[config.mk]
export PLATFORM = sky130hd
export DESIGN_NAME = rst_seq
export DESIGN_NICKNAME = d
export VERILOG_FILES = /design/src/rtl/rst_seq_pkg.sv /design/src/rtl/rst_sync_bit.sv /design/src/rtl/rst_seq.sv
export SDC_FILE = /design/constraint.sdc
export NUM_CORES = 1
export LEC_CHECK = 0
export CORE_AREA = 2 2 51 89
export CTS_CLUSTER_SIZE = 24
export DETAILED_ROUTE_END_ITERATION = 10
export DIE_AREA = 0 0 53 91
export PLACE_DENSITY = 0.51
export SLEW_MARGIN = 30
export SYNTH_ARGS = -nofsm -noshare
export SYNTH_HDL_FRONTEND = slang
export SYNTH_HIERARCHICAL = 1
export SYNTH_SLANG_ARGS = --single-unit
[constraint.sdc]
create_clock -name clk -period 3.12 [get_ports clk]
set_input_delay 0.624 -clock clk [delete_from_list [all_inputs] [get_ports clk]]
set_output_delay 0.624 -clock clk [all_outputs]
set_load 0.02 [all_outputs]
[src/rtl/rst_seq_pkg.sv]
// Shared definitions for the reset sequencer: state encoding, parameter
// defaults and a constant-evaluable ceil(log2) helper.
package rst_seq_pkg;

  localparam logic [1:0] ST_ASSERT    = 2'd0;
  localparam logic [1:0] ST_WAIT_LOCK = 2'd1;
  localparam logic [1:0] ST_RELEASE   = 2'd2;
  localparam logic [1:0] ST_DONE      = 2'd3;

  localparam int DEF_NUM_CH      = 4;
  localparam int DEF_PORF_LEN    = 10;
  localparam int DEF_STAGE_GAP   = 16;
  localparam int DEF_SYNC_STAGES = 3;
  localparam int DEF_TIMEOUT_LEN = 65535;

  function automatic int clog2(input int value);
    int r;
    r = 0;
    while ((1 << r) < value) r++;
    return r;
  endfunction

endpackage

[src/rtl/rst_sync_bit.sv]
// Multi-flop synchroniser with an asynchronous load of RST_VAL; used both as
// the reset-release chain (preset, fed 0) and as the lock synchroniser.
module rst_sync_bit #(
  parameter int   STAGES  = 3,
  parameter logic RST_VAL = 1'b0
) (
  input  logic i_clk,
  input  logic i_rst,
  input  logic i_d,
  output logic o_q
);

  logic [STAGES-1:0] r_chain;

  always_ff @(posedge i_clk or posedge i_rst) begin
    if (i_rst) begin
      r_chain <= {STAGES{RST_VAL}};
    end else begin
      r_chain <= {r_chain[STAGES-2:0], i_d};
    end
  end

  assign o_q = r_chain[STAGES-1];

endmodule

[src/rtl/rst_seq.sv]
// Multi-channel reset sequencer: stretches reset, waits for lock, then releases
// channels 0..NUM_CH-1 one by one. Optional lock watchdog: RST_SEQ_LOCK_TIMEOUT_EN.
module rst_seq
  import rst_seq_pkg::*;
#(
  parameter int NUM_CH      = DEF_NUM_CH,
  parameter int PORF_LEN    = DEF_PORF_LEN,
  parameter int STAGE_GAP   = DEF_STAGE_GAP,
  parameter int SYNC_STAGES = DEF_SYNC_STAGES,
  parameter int TIMEOUT_LEN = DEF_TIMEOUT_LEN
) (
  input  logic              clk,
  input  logic              async_rst,
  input  logic              locked,
  input  logic              soft_rst,
  output logic [NUM_CH-1:0] sync_rst,
  output logic              rst_done,
  output logic              busy,
`ifdef RST_SEQ_LOCK_TIMEOUT_EN
  output logic              lock_timeout,
`endif
  output logic [1:0]        dbg_state
);

  localparam int CNT_MAX = (PORF_LEN > STAGE_GAP) ? PORF_LEN : STAGE_GAP;
  localparam int CNT_W   = clog2(CNT_MAX + 1);
  localparam logic [CNT_W-1:0] PORF_LAST = CNT_W'(PORF_LEN - 1);
  localparam logic [CNT_W-1:0] GAP_LAST  = CNT_W'(STAGE_GAP - 1);

  if (NUM_CH < 1 || NUM_CH > 16 || PORF_LEN < 2 || STAGE_GAP < 1 ||
      SYNC_STAGES < 2 || TIMEOUT_LEN < 1) begin : g_param_err
    $error("rst_seq: parameter out of range");
  end

  logic              w_int_rst;
  logic              w_locked_s;
  logic              w_restart;
  logic [NUM_CH-1:0] w_next_rst;
  logic              w_last_ch;

  logic [1:0]        r_state;
  logic [CNT_W-1:0]  r_cnt;
  logic [NUM_CH-1:0] r_sync_rst;

  rst_sync_bit #(
    .STAGES  (SYNC_STAGES),
    .RST_VAL (1'b1)
  ) u_int_rst_sync (
    .i_clk (clk),
    .i_rst (async_rst),
    .i_d   (1'b0),
    .o_q   (w_int_rst)
  );

  rst_sync_bit #(
    .STAGES  (SYNC_STAGES),
    .RST_VAL (1'b0)
  ) u_lock_sync (
    .i_clk (clk),
    .i_rst (async_rst),
    .i_d   (locked),
    .o_q   (w_locked_s)
  );

  // Releasing by shifting in zeros from bit 0 makes the release order
  // monotonic by construction; the vector hitting zero marks the last channel.
  assign w_next_rst = r_sync_rst << 1;
  assign w_last_ch  = (w_next_rst == '0);
  assign w_restart  = soft_rst | ~w_locked_s;

`ifdef RST_SEQ_LOCK_TIMEOUT_EN
  localparam logic [31:0] WD_LAST = 32'(TIMEOUT_LEN - 1);
  logic [31:0] r_wd_cnt;
  logic        r_lock_timeout;
`endif

  always_ff @(posedge clk or posedge async_rst) begin
    if (async_rst) begin
      r_state    <= ST_ASSERT;
      r_cnt      <= '0;
      r_sync_rst <= '1;
`ifdef RST_SEQ_LOCK_TIMEOUT_EN
      r_wd_cnt       <= '0;
      r_lock_timeout <= 1'b0;
`endif
    end else begin
`ifdef RST_SEQ_LOCK_TIMEOUT_EN
      r_lock_timeout <= 1'b0;
`endif
      if (w_int_rst) begin
        r_state    <= ST_ASSERT;
        r_cnt      <= '0;
        r_sync_rst <= '1;
      end else begin
        case (r_state)
          ST_ASSERT: begin
            r_sync_rst <= '1;
            if (soft_rst) begin
              r_cnt <= '0;
            end else if (r_cnt == PORF_LAST) begin
              r_cnt   <= '0;
              r_state <= ST_WAIT_LOCK;
`ifdef RST_SEQ_LOCK_TIMEOUT_EN
              r_wd_cnt <= '0;
`endif
            end else begin
              r_cnt <= r_cnt + 1'b1;
            end
          end
          ST_WAIT_LOCK: begin
            if (soft_rst) begin
              r_cnt   <= '0;
              r_state <= ST_ASSERT;
            end else if (w_locked_s) begin
              // Channel 0 releases on the same edge that leaves WAIT_LOCK.
              r_cnt      <= '0;
              r_sync_rst <= w_next_rst;
              r_state    <= w_last_ch ? ST_DONE : ST_RELEASE;
            end
`ifdef RST_SEQ_LOCK_TIMEOUT_EN
            else if (r_wd_cnt == WD_LAST) begin
              r_lock_timeout <= 1'b1;
              r_cnt          <= '0;
              r_state        <= ST_ASSERT;
            end else begin
              r_wd_cnt <= r_wd_cnt + 32'd1;
            end
`endif
          end
          ST_RELEASE: begin
            if (w_restart) begin
              r_cnt      <= '0;
              r_sync_rst <= '1;
              r_state    <= ST_ASSERT;
            end else if (r_cnt == GAP_LAST) begin
              r_cnt      <= '0;
              r_sync_rst <= w_next_rst;
              if (w_last_ch) r_state <= ST_DONE;
            end else begin
              r_cnt <= r_cnt + 1'b1;
            end
          end
          ST_DONE: begin
            if (w_restart) begin
              r_cnt      <= '0;
              r_sync_rst <= '1;
              r_state    <= ST_ASSERT;
            end
          end
          default: begin
            r_cnt      <= '0;
            r_sync_rst <= '1;
            r_state    <= ST_ASSERT;
          end
        endcase
      end
    end
  end

  assign sync_rst  = r_sync_rst;
  assign rst_done  = (r_state == ST_DONE);
  assign busy      = (r_state != ST_DONE);
  assign dbg_state = r_state;

`ifdef RST_SEQ_LOCK_TIMEOUT_EN
  assign lock_timeout = r_lock_timeout;
`endif

endmodule

==> metrics.md, run 1 <==
| Metric | Value |
|---|---|
| Num ports | 12 |
| GP Congestion | 0.8292 |
| Setup TNS | 0 ns |
| Initial Util | 24.55% |
| CP Max Fanout | 7 |
| Initial DRC count | 11 |
| Hpwl dp | 1687 um |
| Area grow syn2layout | 21.28% |
| Vias post-DR | 776 |
| # nets final | 130 |
| Synth top area cells | dfrtp_1 (25%), dfstp_2 (18%), ha_1 (10%) |
| WL met2 | 1168 um |
| R2r startpoint | r_cnt[0] |
| Worst path required time | 2.50 ns |
| Yosys warns | 6 |
| Critical Path Sink | busy |
| Die ar. | 0.004823 mm^2 |
| CTS tree | built |
| Critical Path Stages | 3 |
| Rows | 31 |
| CTS H-tree depth | 1 |
| Count leader, synth | inv_1 |
| Leak | 0.4929 nW |
| Post-Route WL | 2067 um |
| CTS buffer count | 3 |
| Syn Inst Count | 103 |
| First-pass GRT wire length | 3463 um |
| DRC viols | 0 |
| Most frequent cells after synthesis | inv_1 (14), dfrtp_1 (10), nand2_1 (10) |
| Max-cap violation count | 0 |
| Metal-1 WL | 779 um |
| Worst-path clk slew | 0.06 ns |
| Status | finished clean |
| WL met3 | 68 um |
| Startpoint Class | register |
| Most used flip-flop cell after synthesis | dfrtp_1 |
| Drt first pass iters | 4 |
| Grt total ovfl | 0 |
| Post-cts sizing count | 0 |
| Clock sinks | 17 |
| FF-to-FF path depth | 8 |
| Worst skew pair latency | 0.25 ns |
| Layout cell share with drive strength beyond 1 | 17.09% |
| Worst path max stage delay | 0.59 ns |
| Synth cell types | 37 |
| Largest area contributor in the netlist | dfrtp_1 |
| # hold bufs at CTS | 0 |
| Minimum clock period | 2.287 ns |
| Worst Path Buf+Inv | 2 |
| Chip Width | 53 um |
| Final hold slack | 0.3528 ns |
| Peak Freq | 0.4372 GHz |
| Post-CTS Setup Inserts | 0 |
| Largest net degree at the start of global routing | 12 |
| Register area share after synthesis | 43.43% |
| Average wire per standard cell | 12.45 um |
| Flop2flop setup slack | 1.07 ns |
| DR top layer | met4 |
| Final worst-path cycle share | 73.31% |
| Top-area cell type share of the netlist area | 25.03% |
| CTS Buffer Depth | 2 |
| CP endpoint kind | output pin |
| Max IR drop VDD | 0.0002366 V |
| Origin of the worst setup path | dbg_state[0] |
| CP max-delay cell | clkdlybuf4s50_1 |
| Clk_skew | 0.002794 ns |
| Core area | 0.004073 mm^2 |
| Initial antenna violation count | 0 |
| ANT nets after route | 0 |
| Post-synth EDFFs | 0 |
| WS Path Type | reg2out |
| Endpoints failing setup | 0 |
| Family with the most delay on the worst path | buffers and inverters |
| RSZ-0062 raised after global routing | no |
| Chip height | 91 um |
| Arrival time worst endpoint | 1.66 ns |
| Total global-route track usage | 9.481% |
| Vias per cell | 4.675 |
| Ant. Diodes | 0 |
| Max-slew violation count | 0 |
| Vias in the first global route | 817 |
| Syn Nets | 115 |
| Least-Margin Pin Slew | 0.5751 ns |
| Syn avg cell area | 9.706 um^2 |
| Pwr/cell area | 341.4 mW/mm^2 |
| Relative slew slack | 61.37% |
| FF-to-FF End | sync_rst[1] |
| CP cell instances | ha_1, inv_1, clkdlybuf4s50_1 |
| Port Buf Inserts | 11 |
| Post-Syn Area | 999.7 um^2 |
| #FFs+latches synth | 17 |
| Final hold viol count | 0 |
| Async SR Flop Fraction | 100.0% |
| Root buffer selected by CTS | clkbuf_8 |
| Hold/Removal Path Class | reg2reg |
-- report_power, final --
group / total [mW] / internal, mW / switching (mW)
Combinational: 0.0216 / 0.00899 / 0.0126
Sequential: 0.232 / 0.228 / 0.00489
Clock: 0.160 / 0.0884 / 0.0714
Total: 0.414 / 0.325 / 0.0889
-- state kept, by name (all words and copies together) (netlist names) --
register and count:
dbg_state 2, r_cnt 5, sync_rst 4, u_int_rst_sync/r_chain 3, u_lock_sync/r_chain 3
-- stage by stage --
stage               cell area [um^2]  std cells  setup slack, ns  utilization (%)  power [mW]
global placement                1166        162           0.8541            28.63      0.2578
finish                          1212        166           0.8327            29.77      0.4139
global route                    1212        166           0.7081            29.77      0.4344
CTS                             1212        166           0.7945            29.77      0.4213
floorplan                      999.7        103            1.263                -      0.2484
detailed placement              1166        162           0.8271            28.63      0.2580
-- kinds of logic (layout without fill, tap and decap cells) --
group	count (synthesis)	in the layout	synth area share, %
multiplexers	5	5	5.382
AO/OA/AOI/OAI	23	23	16.40
adder cells (fa/ha/maj)	8	8	10.01
flip-flops	17	17	43.43
buffers and inverters	15	29	5.757
AND/OR/NAND/NOR	34	34	18.65
other	1	1	0.3751
-- routing by layer --
layer  vias up  track usage, %
met3         6           1.316
met2        19           17.40
li1        380               -
met1       371           9.317
met4         0           5.769
met5         -               0
-- worst reg2reg max path: cells and delay by family (launching register included) --
family | cells | cell delay (ns)
mux | 1 | 0.38
compound gates | 1 | 0.32
buf+inv | 1 | 0.05
flops | 1 | 0.42
simple gates | 3 | 0.35
fa+ha+maj | 2 | 0.46
-- cell type report --
cell class                 instances  area, um^2
sequential                        17       434.2
multi-input combinational         71       508.0
clock inverter                     1       5.005
tap                               49       61.31
inverter                          14       52.55
clock buffer                       3       41.29
fill                             430        2860
timing repair buffer              11       110.1
-- how the worst min path moves through the flow --
stage	from	endpoint	slack, ns	cells past startpoint
floorplan	u_lock_sync/r_chain[0]	u_lock_sync/r_chain[1]	0.33	0
global placement	u_lock_sync/r_chain[1]	u_lock_sync/r_chain[2]	0.34	0
detailed placement	u_lock_sync/r_chain[0]	u_lock_sync/r_chain[1]	0.34	0
CTS	u_lock_sync/r_chain[0]	u_lock_sync/r_chain[1]	0.36	0
global route	u_int_rst_sync/r_chain[1]	u_int_rst_sync/r_chain[2]	0.36	0
finish	u_lock_sync/r_chain[0]	u_lock_sync/r_chain[1]	0.35	0
-- cells in the final DEF, fill, tap and decap left out, types with 3 or more instances in the layout --
cell type / count
dfstp_2: 7
a21oi_1: 4
mux2_2: 3
ha_1: 8
dfrtp_1: 10
inv_1: 14
clkbuf_8: 3
clkdlybuf4s50_1: 11
nor2_1: 5
o21ai_0: 7
nand2_1: 10
No activity file was read; power rests on OpenSTA's default activity.
==> inputs of run 2 (changes only) <==
- PLACE_DENSITY: 0.51 -> 0.53
- clock period: 3.12 -> 1.88 ns (I/O delays scaled with it)
==> metrics.md, run 2 (same netlist as run 1, synthesis figures left out) <==
| Metric | Value |
|---|---|
| Area grow syn2layout | 31.04% |
| Max IR drop VDD | 0.0005209 V |
| Dpl cells | 168 |
| Largest register FFs | 5 |
| Seq pwr share | 55.2% |
| Minimum clock period | 1.778 ns |
| DRC viols | 0 |
| Initial antenna violation count | 0 |
| Design area | 0.001310 mm^2 |
| Final worst-path cycle share | 94.55% |
| Total global-route track usage | 10.21% |
| CP cell instances | clkdlybuf4s50_1 |
| Startpoint Class | register |
| Layout cell share with drive strength beyond 1 | 27.78% |
| Vias per cell | 4.629 |
| Max-slew violation count | 0 |
| Vias post-DR | 810 |
| CTS buffer count | 3 |
| Hpwl dp | 1843 um |
| # nets final | 139 |
| Num ports | 12 |
| Worst path required time | 1.50 ns |
| Vias in the first global route | 852 |
| Post-Route WL | 2197 um |
| Tot Pwr | 0.6974 mW |
| CTS H-tree depth | 1 |
| CP Max Fanout | 4 |
| Leak | 0.5361 nW |
| First-pass GRT wire length | 3677 um |
| Worst Path Buf+Inv | 1 |
| Comb pwr share | 6.6% |
| Most frequent cells in the layout | inv_1 (13), nand2_1 (10), dfrtp_1 (10) |
| Average wire per standard cell | 12.55 um |
| Family with the most delay on the worst path | buffers and inverters |
| Largest net degree at the start of global routing | 12 |
| Clock sinks | 17 |
| Grt total ovfl | 0 |
| Max-cap violation count | 0 |
| CTS Buffer Depth | 2 |
| Status | finished clean |
| Rows | 31 |
| Setup ws final | 0.1024 ns |
| Pwr/cell area | 532.4 mW/mm^2 |
| Initial DRC count | 14 |
| Worst skew pair latency | 0.25 ns |
| Setup TNS | 0 ns |
| RSZ-0062 raised after global routing | no |
| Switching Power | 0.1483 mW |
| Ant. Diodes | 0 |
| Commonest non-fill, non-tap cell in the layout | inv_1 |
| Hold/Removal Path Class | reg2reg |
| Worst path max stage delay | 0.61 ns |
| Peak Freq | 0.5626 GHz |
| CP max-delay cell | clkdlybuf4s50_1 |
| Clock network fraction of total power | 38.2% |
| Switching fraction of total power | 21.27% |
| Final non-filler cell total | 175 |
| Core area | 0.004073 mm^2 |
| Chip Width | 53 um |
| Final hold viol count | 0 |
| Initial Util | 24.55% |
| Clk_skew | 0.002828 ns |
| CP endpoint kind | output pin |
| Power Internal | 0.5491 mW |
| DP Worst Slack | -0.04881 ns |
| WS Path Type | reg2out |
| Chip height | 91 um |
| ANT nets after route | 0 |
| GP Congestion | 0.8100 |
| Root buffer selected by CTS | clkbuf_8 |
| Port Buf Inserts | 11 |
| Endpoints failing setup | 0 |
| Final hold slack | 0.3550 ns |
| Reg with most FFs | r_cnt |
| CTS tree | built |
| Worst-path clk slew | 0.06 ns |
| Area post-placement | 0.001211 mm^2 |
| Arrival time worst endpoint | 1.40 ns |
| Final core occ | 32.17% |
| Die ar. | 0.004823 mm^2 |
| Drt first pass iters | 4 |
run 2: cell types whose count changed in the layout (fill, tap and decap cells not counted), moves of 2 or more:
cell and change:
buf_4 +9, clkdlybuf4s50_1 -2, dlygate4sd2_1 +2, ha_1 -3, ha_2 +2
run 2: area by class of cell:
cell class / count / area, um^2
Clock buffer: 4 / 45.04
Fill cell: 432 / 2763
Multi-Input combinational cell: 71 / 541.8
Sequential cell: 17 / 434.2
Tap cell: 49 / 61.31
Timing Repair Buffer: 20 / 175.2
Inverter: 14 / 52.55
run 2: what timing repair did:
action	in CTS	in global routing
buffers inserted	1	2
pin swaps	1	4
hold buffers	0	0
gates resized for setup	4	8
endpoints found under the setup margin	5	8
run 2: final timing paths:
check / from / endpoint / slack [ns] / cells after the start
worst max-delay path: sync_rst[1] / sync_rst[1] / 0.10 / 1
worst min-delay path: u_lock_sync/r_chain[1] / u_lock_sync/r_chain[2] / 0.35 / 0
worst max register to register: r_cnt[1] / dbg_state[0] / 0.14 / 9
worst min register to register: u_lock_sync/r_chain[1] / u_lock_sync/r_chain[2] / 0.35 / 0
max in group asynchronous: async_rst / sync_rst[0] / 1.06 / 2
min in group asynchronous: async_rst / u_lock_sync/r_chain[0] / 0.36 / 2
run 2: worst register-to-register path, stage by stage, from the launching register on:
cell and delay [ns]:
dfrtp_1 0.36, ha_2 0.19, nand3_2 0.09, inv_2 0.09, ha_4 0.13, buf_4 0.11, nand3b_1 0.09, o211ai_2 0.22
o21ai_2 0.10, a32o_1 0.25
run 2: power groups by stage:
stage	sequential (mW)	clock (mW)	combinational (mW)
6_report	0.385	0.267	0.0458
3_3_place_gp	0.391	0	0.0425
3_5_place_dp	0.391	0	0.0431
5_1_grt	0.386	0.290	0.0507
2_1_floorplan	0.390	0	0.0225
4_1_cts	0.385	0.277	0.0449
run 2: per-layer routing:
layer | vias to the layer above | global-route usage, % | part of all wire [%]
li1 | 401 | - | -
met1 | 392 | 8.732 | 33
met2 | 10 | 20.63 | 63
met3 | 7 | 1.316 | 1.9
met4 | 0 | 5.128 | 2.5
met5 | - | 0 | 0
==> inputs of run 3 (changes only) <==
- CTS_CLUSTER_SIZE: 24 -> default
==> results of run 3 <==
No change in the layout: final DEF, timing and power equal those of run 2.
==> RTL edit (config.mk and constraints of run 2) <==
Add an input register stage for `locked`; this delays it by one clock.
--- a/src/rtl/rst_seq.sv
+++ b/src/rtl/rst_seq.sv
@@ -28,2 +28,8 @@
   localparam logic [CNT_W-1:0] GAP_LAST  = CNT_W'(STAGE_GAP - 1);
+
+  logic locked_q;
+
+  always_ff @(posedge clk) begin
+    locked_q <= locked;
+  end
 
@@ -60,3 +66,3 @@
     .i_rst (async_rst),
-    .i_d   (locked),
+    .i_d   (locked_q),
     .o_q   (w_locked_s)
Function: same outputs for any inputs over 10 cycles, from zero or initial values and one cycle with async_rst high; that may be too few to reach the edited logic, so the function may still have changed.
==> RTL edit against run 2 <==
Final area increased by 2.1%; sequential cell count is 1 higher; setup slack got worse by 0.033 ns; wire length up 1.1%; total power grew 12%; clock power grew 24%; utilization is 0.68 points higher; synthesized area up 3.9%; synthesized cell count decreased by 0.97%; register-to-register slack got worse by 0.07 ns; worst hold slack got worse by 0.026 ns; largest power group unchanged; sequential share of layout area rose by 0.81 points; non-clock buffer count decreased by 3.
==> RTL edit: results (changes against run 2) <==
Clocking:
- The number of clock sinks is 18 (was 17).
- The setup fix buffers added after clock tree synthesis came to 0 (was 1).
- The clock transition time at the flip-flop clock pins of the worst setup and hold paths is 0.08 ns (was 0.06 ns).

Final layout:
- The non-clock inverter instance count of the final layout is 12 (was 14).
- The area taken by flip-flops and latches is 454 sq um (was 434 sq um).
- The clock network area share is 0.0412 (was 0.0344).
- The non-clock buffering overhead in the final layout came to 0.114 (was 0.134).
- The number of ordinary and repair buffers in the finished layout is 17 (was 20).
- The fraction of layout cells with a size suffix above 1 is 0.244 (was 0.278).
- The share of the final layout cell area in multi-input gates is 0.426 (was 0.414).

Drt:
- The met3 layer wire length in the routed design is 55 um (was 41 um).
- The wire length after detailed routing is 2.22 mm (was 2.20 mm).
- The met2 wirelength from detailed routing was 1.20 mm (was 1.38 mm).
- The routed wire length per instance is 12.9 um (was 12.6 um).
- The total via count after detailed routing is 833 (was 810).

Yosys:
- The net count after synthesis is 114 (was 115).
- Commonest cells in the synthesized netlist: 12 x sky130_fd_sc_hd__inv_1, 10 x sky130_fd_sc_hd__dfrtp_1, 8 x sky130_fd_sc_hd__ha_1, 7 x sky130_fd_sc_hd__dfstp_2, 7 x sky130_fd_sc_hd__o21ai_0 (was 14 x sky130_fd_sc_hd__inv_1, 10 x sky130_fd_sc_hd__dfrtp_1, 10 x sky130_fd_sc_hd__nand2_1, 8 x sky130_fd_sc_hd__ha_1).
- The count of mapped cells out of synthesis is 102 (was 103).
- The distinct cell type count after synthesis came to 38 (was 37).
- The share of synthesized flip-flops with an asynchronous set or reset came to 0.944 (was 1.00).
- The register area share after synthesis is 0.437 (was 0.434).

Power and ir drop:
- The clock group share of total power is 0.425 (was 0.382).
- The switching power is 0.174 mW (was 0.148 mW).
- The leakage power summed over all cells is 0.560 nW (was 0.536 nW).
- The reported combinational group power is 0.0406 mW (was 0.0458 mW).
- The maximum vdd drop was 274 uV (was 521 uV).
- The clock group power came to 0.331 mW (was 0.267 mW).

Setup path:
- The setup slack of the worst register-to-register path is 0.07 ns (was 0.14 ns).
- The highest cell delay on the worst timing path came to 0.39 ns (was 0.61 ns).
- The arrival time of the worst setup path is 1.96 ns (was 1.40 ns).
- The cell with the largest stage delay on the worst path is sky130_fd_sc_hd__dfrtp_1 (was sky130_fd_sc_hd__clkdlybuf4s50_1).
- The gate family responsible for the most delay along the worst path is compound AO/OA/AOI/OAI gates (was buffers and inverters).

Global routing:
- The met1 layer usage reported by global route is 0.111 (was 0.0873).
- The via count of the first global-routing pass is 854 (was 852).
- The met2 usage in global routing was 0.181 (was 0.206).
- The overall routing resource usage is 0.102 (about the same).
- The global-route met3 utilization was 0.0148 (was 0.0132).
- The wire length of the first global-routing pass is 3.67 mm (was 3.68 mm).

Placement:
- The worst slack after detailed placement is 0.0293 ns (was -0.0488 ns).
- The placer's final routability congestion estimate was 0.792 (was 0.810).
- The half-perimeter wire length of the detailed placement result is 1.67 mm (was 1.84 mm).

Status:
- Status: finished clean (unchanged).
-- RTL edit: path summary, 6_finish.rpt --
kind                                 startpoint  depth (start not counted)                               end
max in group asynchronous             async_rst                          2           sync_rst[2]$_DFFE_PP1P_
min                            locked_q$_DFF_P_                          0  u_lock_sync/r_chain[0]$_DFF_PP0_
max reg2reg                r_cnt[1]$_DFFE_PP0P_                          8          dbg_state[0]$_DFFE_PP0P_
min reg2reg                    locked_q$_DFF_P_                          0  u_lock_sync/r_chain[0]$_DFF_PP0_
min in group asynchronous             async_rst                          2  u_lock_sync/r_chain[1]$_DFF_PP0_
max                        r_cnt[1]$_DFFE_PP0P_                          8          dbg_state[0]$_DFFE_PP0P_
-- RTL edit: logic make-up after synthesis --
kind of cell               Yosys count  synth area share
and+or+nand+nor                     29             0.170
adders and majority gates            8            0.0964
other                                1           0.00361
AOI/OAI and AO/OA                   33             0.239
DFF                                 18             0.437
buffers and inverters               12            0.0434
muxes                                1            0.0108
